## config.mk

```make
export PLATFORM = sky130hd
export DESIGN_NAME = adc_frame_collector
export DESIGN_NICKNAME = d
export VERILOG_FILES = /design/src/rtl/adc_frame_collector.sv
export SDC_FILE = /design/constraint.sdc
export NUM_CORES = 1
export LEC_CHECK = 0
export CAP_MARGIN = 5
export CELL_PAD_IN_SITES_DETAIL_PLACEMENT = 0
export CELL_PAD_IN_SITES_GLOBAL_PLACEMENT = 1
export CORE_UTILIZATION = 44
export DETAILED_ROUTE_END_ITERATION = 6
export PLACE_DENSITY_LB_ADDON = 0.1
export SLEW_MARGIN = 10
export SYNTH_ARGS = -nofsm -noshare
export SYNTH_HDL_FRONTEND = slang
export SYNTH_SLANG_ARGS = --single-unit
```

## constraint.sdc

```tcl
create_clock -name clk -period 35.1 [get_ports clk]
set_input_delay 10.53 -clock clk [delete_from_list [all_inputs] [get_ports clk]]
set_output_delay 10.53 -clock clk [all_outputs]
set_load 0.05 [all_outputs]
```

## src/rtl/adc_frame_collector.sv

```systemverilog
// adc_frame_collector: aligns per-lane ADC sample words into one coherent frame
// per conversion. It tags each frame with a sequence number, reports lane
// skew/overrun, and keeps sticky per-channel out-of-window flags.
module adc_frame_collector #(
    parameter int          N_ADC         = 2,
    parameter int          CH_PER_ADC    = 8,
    parameter int          DW            = 12,
    parameter logic [11:0] SIGNAL_LEVEL1 = 12'h7B7,
    parameter logic [11:0] SIGNAL_LEVEL2 = 12'h81B,
    parameter int          SKEW_TMO      = 8
) (
    input  logic                             clk,
    input  logic                             rst,
    input  logic [N_ADC-1:0]                 adc_en,
    input  logic [N_ADC-1:0]                 des_run,
    input  logic [N_ADC-1:0]                 s_valid,
    input  logic [N_ADC*CH_PER_ADC*DW-1:0]   s_data,
    input  logic                             check_en,
    input  logic                             status_clr,
    output logic                             frame_valid,
    output logic [N_ADC*CH_PER_ADC*DW-1:0]   frame_data,
    output logic [15:0]                      frame_seq,
    output logic                             skew_err,
    output logic [N_ADC*CH_PER_ADC-1:0]      oow_flag,
    output logic                             DES_run
);

    localparam int NCH = N_ADC * CH_PER_ADC;
    localparam int LW  = CH_PER_ADC * DW;
    localparam int FW  = NCH * DW;
    localparam int CW  = (DW > 12) ? DW : 12;
    // The timer counts down to zero on the last permitted cycle, so it is
    // loaded one short of SKEW_TMO.
    localparam logic [7:0] TMO_LOAD = 8'(SKEW_TMO - 1);

    typedef enum logic [1:0] {
        S_HALT,
        S_IDLE,
        S_COLLECT
    } state_t;

    state_t             state_q, state_d;
    logic [N_ADC-1:0]   held_q, held_d;
    logic [FW-1:0]      hold_q, hold_d;
    logic [7:0]         timer_q, timer_d;
    logic [N_ADC-1:0]   en_prev_q;
    logic               des_run_q;
    logic               frame_valid_q;
    logic [FW-1:0]      frame_data_q;
    logic [15:0]        frame_seq_q;
    logic               skew_q, skew_d;
    logic [NCH-1:0]     oow_q, oow_d;

    logic [N_ADC-1:0]   vld;
    logic [N_ADC-1:0]   cap_mask;
    logic               halt_cond;
    logic               en_change;
    logic               complete;
    logic               overrun;
    logic               emit;
    logic [FW-1:0]      frame_d;
    logic [NCH-1:0]     oow_set;

    assign vld       = s_valid & adc_en;
    assign halt_cond = (adc_en == '0) || ((des_run & adc_en) != '0);
    assign en_change = (adc_en != en_prev_q);
    assign complete  = (((held_q | vld) & adc_en) == adc_en);
    assign overrun   = ((vld & held_q) != '0);

    // Outgoing frame: fresh words for lanes completing now, held words otherwise.
    for (genvar k = 0; k < N_ADC; k++) begin : g_lane
        assign frame_d[k*LW +: LW] = adc_en[k]
                                   ? (vld[k] ? s_data[k*LW +: LW] : hold_q[k*LW +: LW])
                                   : '0;
    end

    // Window test per channel on the frame being emitted, unsigned and zero-extended.
    for (genvar i = 0; i < NCH; i++) begin : g_chan
        logic [CW-1:0] smp;
        assign smp        = CW'(frame_d[i*DW +: DW]);
        assign oow_set[i] = emit && check_en && adc_en[i / CH_PER_ADC] &&
                            ((smp < CW'(SIGNAL_LEVEL1)) || (smp > CW'(SIGNAL_LEVEL2)));
    end

    // Next-state logic: halt and enable changes override the collection FSM.
    always_comb begin
        state_d  = state_q;
        held_d   = held_q;
        timer_d  = timer_q;
        cap_mask = '0;
        emit     = 1'b0;
        skew_d   = 1'b0;
        if (halt_cond) begin
            state_d = S_HALT;
            held_d  = '0;
        end else if (en_change) begin
            state_d = S_IDLE;
            held_d  = '0;
        end else begin
            unique case (state_q)
                S_HALT: begin
                    state_d = S_IDLE;
                end
                S_IDLE: begin
                    if (vld != '0) begin
                        if (complete) begin
                            emit = 1'b1;
                        end else begin
                            cap_mask = vld;
                            held_d   = vld;
                            timer_d  = TMO_LOAD;
                            state_d  = S_COLLECT;
                        end
                    end
                end
                S_COLLECT: begin
                    if (overrun) begin
                        skew_d   = 1'b1;
                        cap_mask = vld & held_q;
                        held_d   = vld & held_q;
                        timer_d  = TMO_LOAD;
                    end else if (complete) begin
                        emit    = 1'b1;
                        held_d  = '0;
                        state_d = S_IDLE;
                    end else if (timer_q == 8'd0) begin
                        skew_d  = 1'b1;
                        held_d  = '0;
                        state_d = S_IDLE;
                    end else begin
                        cap_mask = vld;
                        held_d   = held_q | vld;
                        timer_d  = timer_q - 8'd1;
                    end
                end
                default: begin
                    state_d = S_HALT;
                    held_d  = '0;
                end
            endcase
        end
    end

    // Holding registers take the incoming words of the lanes being captured.
    always_comb begin
        hold_d = hold_q;
        for (int k = 0; k < N_ADC; k++) begin
            if (cap_mask[k]) begin
                hold_d[k*LW +: LW] = s_data[k*LW +: LW];
            end
        end
    end

    // Sticky window flags: a new violation wins over a simultaneous clear.
    always_comb begin
        oow_d = (status_clr ? '0 : oow_q) | oow_set;
    end

    // State and output registers.
    always_ff @(posedge clk or posedge rst) begin
        if (rst) begin
            state_q       <= S_HALT;
            held_q        <= '0;
            hold_q        <= '0;
            timer_q       <= '0;
            en_prev_q     <= '0;
            des_run_q     <= 1'b0;
            frame_valid_q <= 1'b0;
            frame_data_q  <= '0;
            frame_seq_q   <= '0;
            skew_q        <= 1'b0;
            oow_q         <= '0;
        end else begin
            state_q       <= state_d;
            held_q        <= held_d;
            hold_q        <= hold_d;
            timer_q       <= timer_d;
            en_prev_q     <= adc_en;
            des_run_q     <= |(des_run & adc_en);
            frame_valid_q <= emit;
            skew_q        <= skew_d;
            oow_q         <= oow_d;
            if (emit) begin
                frame_data_q <= frame_d;
                frame_seq_q  <= frame_seq_q + 16'd1;
            end
        end
    end

    assign frame_valid = frame_valid_q;
    assign frame_data  = frame_data_q;
    assign frame_seq   = frame_seq_q;
    assign skew_err    = skew_q;
    assign oow_flag    = oow_q;
    assign DES_run     = des_run_q;

endmodule

```

==> results of run 1 <==
cell families (layout without fill, tap and decap cells):
kind of cell | after synthesis | in the layout | synth area share
AO/OA/AOI/OAI | 399 | 399 | 0.130
multiplexers | 370 | 370 | 0.189
other | 0 | 6 | 0
flip-flops | 433 | 433 | 0.513
adder cells (fa/ha/maj) | 6 | 6 | 0.00355
AND/OR/NAND/NOR | 563 | 563 | 0.128
buffers and inverters | 147 | 560 | 0.0304
XOR/XNOR | 15 | 15 | 0.00622
placed cells by master (no fill, tap or decap), drive strengths merged, types with 9 or more instances in the layout:
cell type        n
nor3            26
clkinv          12
a31oi           22
o31ai          141
nand2          292
dfrtp          433
nor2            43
nor3b           12
a21oi           35
buf             23
mux2           231
a22oi           16
nand4           21
clkbuf          79
nor2b           22
nor4            28
mux2i          139
clkdlybuf4s50  424
nand3           54
nor4b            9
o2bb2ai         11
xnor2           12
inv             19
o21ai          106
and2            17
path summary, 6_finish.rpt:
kind | from | end | slack [ns]
max | adc_en[1] | hold_q[43] | 21.56
min | frame_data[121] | frame_data[121] | 0.47
max reg2reg | held_q[1] | hold_q[43] | 31.62
min reg2reg | frame_data[121] | frame_data[121] | 0.47
max in group asynchronous | rst | hold_q[168] | 22.56
min in group asynchronous | rst | frame_data[83] | 10.46
power breakdown:
part | internal, mW | leakage [nW] | switching, mW | total, mW
Combinational | 0.0571 | 5.25 | 0.0836 | 0.141
Clock | 0.329 | 0.871 | 0.215 | 0.544
Sequential | 0.513 | 6.02 | 0.0104 | 0.523
Total | 0.899 | 12.1 | 0.309 | 1.21
stage by stage:
| stage | setup slack, ns | hold WS [ns] |
|---|---|---|
| global placement | 21.04 | 0.460 |
| global route | 21.36 | 0.490 |
| detailed placement | 20.97 | 0.465 |
| CTS | 21.60 | 0.479 |
| finish | 21.56 | 0.472 |
| floorplan | 12.51 | 0.450 |
routing by layer:
metal / GRT usage / vias to the layer above / wire length, um
met1: 0.335 / 8254 / 27400
met5: 0 / - / 105
met2: 0.395 / 439 / 28500
met3: 0.0730 / 93 / 4260
li1: - / 7872 / -
met4: 0.0690 / 16 / 1330
state kept, by name (all words and copies together), names as in the netlist:
name	cells
DES_run	1
en_prev_q	2
frame_data	192
frame_seq	16
frame_valid	1
held_q	2
hold_q	192
oow_flag	16
skew_err	1
state_q	2
timer_q	8
area by class of cell:
cell class / count / area share
inverters: 19 / 0.00286
diodes: 6 / 0.000545
flip-flops and latches: 433 / 0.393
repair buffers: 447 / 0.162
well taps: 607 / 0.0276
clock buffers: 79 / 0.0570
multi-input cells: 1353 / 0.350
clock inverters: 15 / 0.00640
tightest hold or removal path, stage by stage, from the launching register on:
cell,delay [ns]
dfrtp_1,0.34
nand2_1,0.05
o31ai_1,0.05
==> impl_results.md, run 1 <==
- Status: complete, no violations
- Cell Rows: 79
- CP top delay family: buffers and inverters
- Synth cell count leaders: 433 x dfrtp_1, 291 x nand2_1, 151 x mux2_2
- Power Total: roughly 1.2 mW
- Initial antenna violation count: 15
- Pwr/cell area: 43.8 nW/um^2
- Fraction of layout cells with a size suffix above 1: 0.119
- Setup Skew: just under 0.03 ns
- First-pass GRT wire length: 97300 um
- Post-DP HPWL: 41900 um
- Reg area: ~11000 um^2
- IO Pins: 429
- Top cells by area, synth: dfrtp_1 51%, mux2_2 8.1%, mux2i_1 6.6%
- RSZ-0062 raised after global routing: false
- CP Max Fanout: between 60 and 70
- H-tree depth: 2
- Hold Crit Depth: 2
- CTS max path bufs: 3
- Slowest cell on crit path: buf_4
- Asr flop ratio synth: 1.00
- Area of the multi-input gates: around 9700 um^2
- Layout Cells excl Fill: ~3000
- Routed wire length per instance: 20.8 um
- Reg clk slew, reported paths: 0.06 ns
- CTS root buf: clkbuf_16
- Crit path kind: in2reg
- Global route overflow: 0
- Drt total wl: 61600 um
- Post-synth cell types: 72
- Cts hold-fix bufs: 0
- Post-CTS setup buffers: 0
- CTS Buf Count: 50
- Post-Place Cell Area: approximately 26000 um^2
- Nets: about 2500
- Core ar.: between 40000 and 50000 um^2
- Syn_nets: roughly 2100
- Most used cell, CP: buf_4
- Sum Neg Setup Slack: 0 ns
- Number of vias per cell: around 5.6
- Least-Margin Pin Slew: approximately 1.0 ns
- EDFF count, synth: 0
- Post-route DRC: 0
- Initial core utilization: 0.450
- Dominant cell by count in the synthesized netlist: dfrtp_1
- Die area: roughly 49000 um^2
- Area Growth Syn to Fin: 30.5%
- Seq/Total Area, Yosys: 0.513
- Vias in the first global route: between 15000 and 20000
- Crit path DAT: 14.04 ns
- Initial DRC Count: ~1300
- Gate Count Post-Synth: between 1500 and 2000
- Clock sink count: ~430
- Largest net degree at the start of global routing: between 200 and 250
- #FFs+latches synth: ~430
- Setup crit end kind: register
- Worst hold path class: reg2reg
- Tot GR Track Use: 0.250
- Final max-slew violation count: 0
- GPL Wtd Cong: slightly below 0.9
- Crit start category: input port
- Final min period: 13.54 ns
- Syn. warnings: 0
- Avg Inst Size Synth: around 11 um^2
- Cells after DPL: between 2000 and 3000
- Worst reg2reg path depth: 8
- Fillers: around 4000
- WP data required: 35.59 ns
- CTS tree: done
- Final setup vio count: 0
- CTS resizes: 0
- Die span in x: roughly 220 um
- Fmax: around 0.074 GHz
- Max-Slew Margin vs Limit: 0.304
- Clock latency on the worst-skew pair: approximately 0.61 ns
- Leak: between 10 and 15 nW
- Fin crit share: 0.386
- Cell Area, Synth: 21100 um^2
- Final Hold Fails: 0
- Finished Cell Area: around 28000 um^2
- Worst-path cell chain: buf_2 -> buf_4 -> nor3b_1 -> o2bb2ai_1 -> nor2_1 -> o21ai_1 -> a211oi_4 -> buf_4 -> buf_4 -> mux2_2
- Crit path depth: 10
- Post-route ant nets: 0
- Crit path largest cell delay: approximately 0.77 ns
- Worst VDD drop: between 0.02 and 0.03 mV
- Worst path buffer plus inverter count: 4
- First-pass DRT Iterations: 5
- Biggest area consumer among synthesized cells: dfrtp_1
- Ys flop type: dfrtp_1
- Post-synth top area share: 0.513
- Maxcap violations: 0
- Routed vias: between 15000 and 20000
- Die span in y: around 220 um
- Layout Utilization: 0.587
- # port buffers: 428
Note: power is estimated with default switching activity, not from simulation.
==> run 2: changes to the inputs <==
Settings changed: CORE_UTILIZATION 44 to 37.
Clock period 35.1 ns to 11.73 ns, I/O delays scaled along.
==> run 2 against run 1 <==
Effect of this change: combinational power grew to 3.0 times the previous value; final cell count up 4.6%; final area hardly changed; register-to-register slack got worse by 23 ns; wire length grew 6.3%; clock power increased to 2.8 times the previous value; sequential share of layout area hardly changed; via count fell by 0.55%; global-route usage is 2.6 points lower; critical endpoint is now hold_q[171].
==> impl_results.md, run 2 (synthesis gave the netlist of run 1 again) <==
- Reg clk slew, reported paths: 0.06 ns (about the same)
- Crit start category: input port
- Status: complete, no violations
- CTS root buf: clkbuf_16
- Max-Slew Margin vs Limit: 0.329 (+0.0247)
- Crit path DAT: 7.08 ns (-6.96 ns)
- Initial DRC Count: 954 (-26%)
- Routed vias: 16582 (-0.55%)
- Hold Worst Slack: 0.473 ns (+0.00102 ns)
- Fraction of layout cells with a size suffix above 1: 0.117 (-0.00259)
- Fillers: 5390 (+33%)
- Post-route DRC: 0 (unchanged)
- Setup Skew: 0.0126 ns (-0.0170 ns)
- Clock sink count: 433 (unchanged)
- Post-route ant nets: 0 (unchanged)
- GPL Wtd Cong: 0.817 (-5.6%)
- Initial core utilization: 0.375 (-0.0753)
- Initial antenna violation count: 11 (-4)
- Worst VDD drop: 0.131 mV (+350%)
- Die area: 58000 um^2 (+19%)
- CTS resizes: 0 (unchanged)
- Most common cell after layout, fill and taps aside: dfrtp_1
- Net Sw Power: 0.913 mW (+200%)
- Crit path kind: in2reg
- IO Pins: 429 (unchanged)
- Fin crit share: 0.565
- Final Hold Fails: 0 (unchanged)
- Sw Ratio: 0.261 (+0.00474)
- Leak: 12.0 nW (-0.71%)
- Combinational power share: 0.122 (+0.006)
- Cell Rows: 87 (+10%)
- Setup crit end kind: register
- Area of the multi-input gates: 9660 um^2 (unchanged)
- Least-Margin Pin Slew: 1.01 ns (-0.0371 ns)
- Pwr/cell area: 127 nW/um^2 (+190%)
- First-pass DRT Iterations: 7 (+2)
- Sequential power share: 0.447 (+0.014)
- Vias in the first global route: 16853 (-0.61%)
- Global route overflow: 0 (unchanged)
- Area Growth Syn to Fin: 30.5% (about the same)
- # port buffers: 428 (unchanged)
- CTS max path bufs: 3 (unchanged)
- Post-DP HPWL: 45100 um (+7.6%)
- RSZ-0062 raised after global routing: false
- Routed wire length per instance: 21.1 um (+1.6%)
- Cts hold-fix bufs: 0 (unchanged)
- Post-CTS setup buffers: 0 (unchanged)
- Maxcap violations: 0 (unchanged)
- Most used cell, CP: buf_4
- Final min period: roughly 6.6 ns
- WP data required: 12.18 ns (-23.41 ns)
- CP Max Fanout: 50 (-23%)
- CTS Buf Count: 50 (unchanged)
- Clock latency on the worst-skew pair: 0.58 ns (-0.03 ns)
- CTS tree: done
- Drt total wl: 65400 um (+6.3%)
- Commonest cells after routing, fill and taps aside: 433 x dfrtp_1, 424 x clkdlybuf4s50_1, 291 x nand2_1
- Nets: 2512 (unchanged)
- Number of vias per cell: 5.36 (-4.9%)
- Core ar.: 56400 um^2 (+20%)
- Tot GR Track Use: 0.224 (-0.0260)
- Final max-slew violation count: 0 (unchanged)
- H-tree depth: 2 (unchanged)
- Largest net degree at the start of global routing: 189 (-7.4%)
- Fmax: between 0.15 and 0.2 GHz
- Crit path largest cell delay: 0.66 ns (-0.11 ns)
- Die span in x: 241 um (+9.0%)
- Sum Neg Setup Slack: 0 ns (unchanged)
- Final setup vio count: 0 (unchanged)
- Reg area: 10800 um^2 (unchanged)
- Clock Power Share: 0.432 (-0.019)
- Slowest cell on crit path: buf_4
- Worst hold path class: reg2reg
- Worst-path cell chain: buf_2 -> buf_4 -> nand3b_1 -> nor3_1 -> or2_1 -> nand2_2 -> a211oi_4 -> buf_4 -> buf_4 -> mux2_2
- P_int: 2.59 mW (+190%)
- First-pass GRT wire length: 101000 um (+4.0%)
- Die span in y: 241 um (+9.0%)
## run 2: cell count changes in the layout (fill, tap and decap cells not counted), sizes merged
| cell | change |
|---|---|
| clkinv | -2 |
| clkbuf | -5 |
| clkinvlp | +2 |
| diode | -5 |
| bufinv | -3 |
## run 2: per-layer routing
layer  GRT usage  vias to the layer above  part of all wire
met5           0                        -            0.0013
met4      0.0629                       16             0.024
met3      0.0486                       94             0.060
met2       0.355                      394              0.46
met1       0.309                     8223              0.45
li1            -                     7855                 -
## run 2: critical path: cells and delay by family
family                 cells  cell delay, ns
AOI/OAI and AO/OA          1            0.16
buffers and inverters      4            1.82
and+or+nand+nor            4            1.08
muxes                      1            0.41
## run 2: path summary, 6_finish.rpt
path | cells past startpoint | slack [ns] | to | start
min in group asynchronous | 2 | 3.43 | frame_data[88] | rst
setup reg to reg | 8 | 8.20 | frame_data[91] | state_q[0]
hold reg to reg | 2 | 0.47 | frame_data[122] | frame_data[122]
hold / removal | 2 | 0.47 | frame_data[122] | frame_data[122]
setup / recovery | 10 | 5.10 | hold_q[171] | adc_en[1]
max in group asynchronous | 4 | 6.45 | hold_q[36] | rst
## run 2: through the flow
stage / worst slack, ns / total power, mW / instances / area [um^2] / utilization
floorplan: 2.36 / 1.82 / 1933 / 21100 / -
global placement: 4.53 / 2.02 / 3008 / 26000 / 0.461
detailed placement: 4.53 / 2.02 / 3008 / 26000 / 0.461
CTS: 5.14 / 3.56 / 3094 / 27600 / 0.489
global route: 4.87 / 3.65 / 3094 / 27600 / 0.489
finish: 5.10 / 3.50 / 3095 / 27600 / 0.489
## run 2: cell type report
class,count,share of cell area
repair buffers,447,0.162
inverters,19,0.00272
clock inverters,12,0.00241
diodes,1,0.0000908
multi-input cells,1353,0.350
clock buffers,74,0.0549
flip-flops and latches,433,0.393
well taps,756,0.0343
## run 2: power by group through the flow
stage	sequential (mW)	clock, mW	combinational [mW]
2_1_floorplan	1.65	0	0.169
3_3_place_gp	1.59	0	0.427
3_5_place_dp	1.59	0	0.429
4_1_cts	1.56	1.56	0.431
5_1_grt	1.57	1.62	0.461
6_report	1.56	1.51	0.426
==> run 3: changes to the inputs <==
Clock period 11.73 ns to 5.7 ns, I/O delays scaled along.
==> run 3 against run 2 <==
Effect of this change: sequential share of layout area fell by 0.061 points; sequential power rose by 110%; first-iteration DRC count fell by 14%; final area rose by 0.15%; critical path depth fell by 2; count of clock-buffer cells in the layout rose by 6; critical endpoint is now hold_q[165].
==> impl_results.md, run 3 (synthesis gave the netlist of run 1 again) <==
- Worst reg2reg path depth: 8 (unchanged)
- Worst VDD drop: 0.204 mV (+56%)
- Fin crit share: 0.690
- Worst setup path startpoint: des_run[1]
- Crit path DAT: 4.39 ns (-2.69 ns)
- RSZ-0062 raised after global routing: false
- GPL Wtd Cong: 0.822 (+0.58%)
- Sum Neg Setup Slack: 0 ns (unchanged)
- Setup Skew: 0.0251 ns (+0.0124 ns)
- CTS max path bufs: 3 (unchanged)
- Initial core utilization: 0.375 (unchanged)
- Worst path buffer plus inverter count: 2 (-2)
- Clock latency on the worst-skew pair: 0.59 ns (about the same)
- Finished Cell Area: 27600 um^2 (+0.15%)
- Crit start category: input port
- Largest net degree at the start of global routing: 155 (-18%)
- Die span in y: 241 um (unchanged)
- Reg clk slew, reported paths: 0.06 ns (about the same)
- Least-Margin Pin Slew: 1.09 ns (+0.0888 ns)
- Fillers: 5273 (-2.2%)
- RR Startpoint: state_q[0]
- Nets: 2516 (+0.16%)
- Hold Worst Slack: 0.471 ns (-0.00178 ns)
- Layout Utilization: 0.490 (+0.000754)
- IO Pins: 429 (unchanged)
- Max-Slew Margin vs Limit: 0.270 (-0.0592)
- Final setup margin: 1.76 ns (-3.34 ns)
- Dpl ws: 1.21 ns (-3.32 ns)
- Post-Place Cell Area: 26100 um^2 (+0.40%)
- Leak: 12.0 nW (about the same)
- Crit path kind: in2reg
- # port buffers: 428 (unchanged)
- Post-route ant nets: 0 (unchanged)
- Worst-path cell chain: clkdlybuf4s50_1 -> nand3b_1 -> a2111oi_4 -> or2_1 -> nand2_2 -> a211oi_4 -> buf_12 -> mux2_2
- CP top delay family: buffers and inverters
- Fraction of layout cells with a size suffix above 1: 0.113 (-0.00357)
- Final setup vio count: 0 (unchanged)
- Final min period: 3.94 ns
- H-tree depth: 2 (unchanged)
- Initial DRC Count: 820 (-14%)
- CTS root buf: clkbuf_16
- Final Hold Fails: 0 (unchanged)
- Status: complete, no violations
- Power Total: 7.13 mW (+100%)
- CTS tree: done
- Cell Rows: 87 (unchanged)
- Die span in x: 241 um (unchanged)
- First-pass DRT Iterations: 5 (-2)
- Routed vias: 16660 (+0.47%)
- Crit path largest cell delay: 0.49 ns (-0.17 ns)
- Reg2reg end: frame_seq[5]
- Vias in the first global route: 16925 (+0.43%)
- Cts hold-fix bufs: 0 (unchanged)
- Setup slack, reg-to-reg: 2.70 ns (-5.50 ns)
- Drt total wl: 65300 um (-0.18%)
- Post-route DRC: 0 (unchanged)
- Maxcap violations: 0 (unchanged)
- Die area: 58000 um^2 (unchanged)
- Initial antenna violation count: 11 (unchanged)
- Setup crit end kind: register
- Commonest cells after routing, fill and taps aside: 433 x dfrtp_1, 424 x clkdlybuf4s50_1, 291 x nand2_1
- Crit path depth: 8 (-2)
- Cells after DPL: 3012 (+0.13%)
- Number of vias per cell: 5.38 (+0.34%)
- Most common cell after layout, fill and taps aside: dfrtp_1
- WP data required: 6.15 ns (-6.03 ns)
- CTS Buf Count: 50 (unchanged)
- Global route overflow: 0 (unchanged)
- Core ar.: 56400 um^2 (unchanged)
- Pwr/cell area: 258 nW/um^2 (+100%)
- Post-CTS setup buffers: 0 (unchanged)
- Layout Cells excl Fill: 3099 (+0.13%)
- Tot GR Track Use: 0.223 (-0.000994)
- First-pass GRT wire length: 101000 um (-0.25%)
- Fmax: approximately 0.25 GHz
- Final max-slew violation count: 0 (unchanged)
- Slowest cell on crit path: a2111oi_4
- Clock sink count: 433 (unchanged)
- Area Growth Syn to Fin: 30.7%
- CP endpoint: hold_q[165]
- CP Max Fanout: 96 (+92%)
- CTS resizes: 0 (unchanged)
- Post-DP HPWL: 45600 um (+1.2%)
- Worst hold path class: reg2reg
- Routed wire length per instance: 21.1 um (-0.31%)
run 3: worst register-to-register path, delay by kind of cell, from the launching register on:
family	cells	cell delay [ns]
compound gates	2	0.81
xor+xnor	1	0.15
fa+ha+maj	1	0.44
buf+inv	2	0.27
flops	1	0.40
simple gates	2	0.86
run 3: final cells by class:
cell class / count / area (um^2) / share of cell area
diodes: 2 / 5.00 / 0.000181
clock buffers: 80 / 1490 / 0.0538
clock inverters: 5 / 28.8 / 0.00104
inverters: 19 / 75.1 / 0.00272
multi-input cells: 1353 / 9660 / 0.350
flip-flops and latches: 433 / 10800 / 0.392
well taps: 756 / 946 / 0.0343
repair buffers: 451 / 4570 / 0.166
run 3: report_power, final:
| part | leakage [nW] | internal (mW) | switching (mW) |
|---|---|---|---|
| combinational | 5.28 | 0.355 | 0.520 |
| sequential | 6.02 | 3.16 | 0.0633 |
| clock | 0.743 | 1.76 | 1.27 |
run 3: worst min path at each step:
| stage | start | cells past startpoint | endpoint | slack, ns |
|---|---|---|---|---|
| global route | frame_data[190] | 2 | frame_data[190] | 0.49 |
| CTS | frame_data[114] | 2 | frame_data[114] | 0.48 |
| detailed placement | frame_data[114] | 2 | frame_data[114] | 0.46 |
| floorplan | hold_q[14] | 1 | hold_q[14] | 0.45 |
| finish | frame_data[173] | 2 | frame_data[173] | 0.47 |
| global placement | hold_q[29] | 1 | hold_q[29] | 0.46 |
run 3: routing by layer:
metal	track usage	part of all wire
met4	0.0673	0.026
met3	0.0582	0.064
met1	0.295	0.44
met5	0	0.0016
met2	0.358	0.47
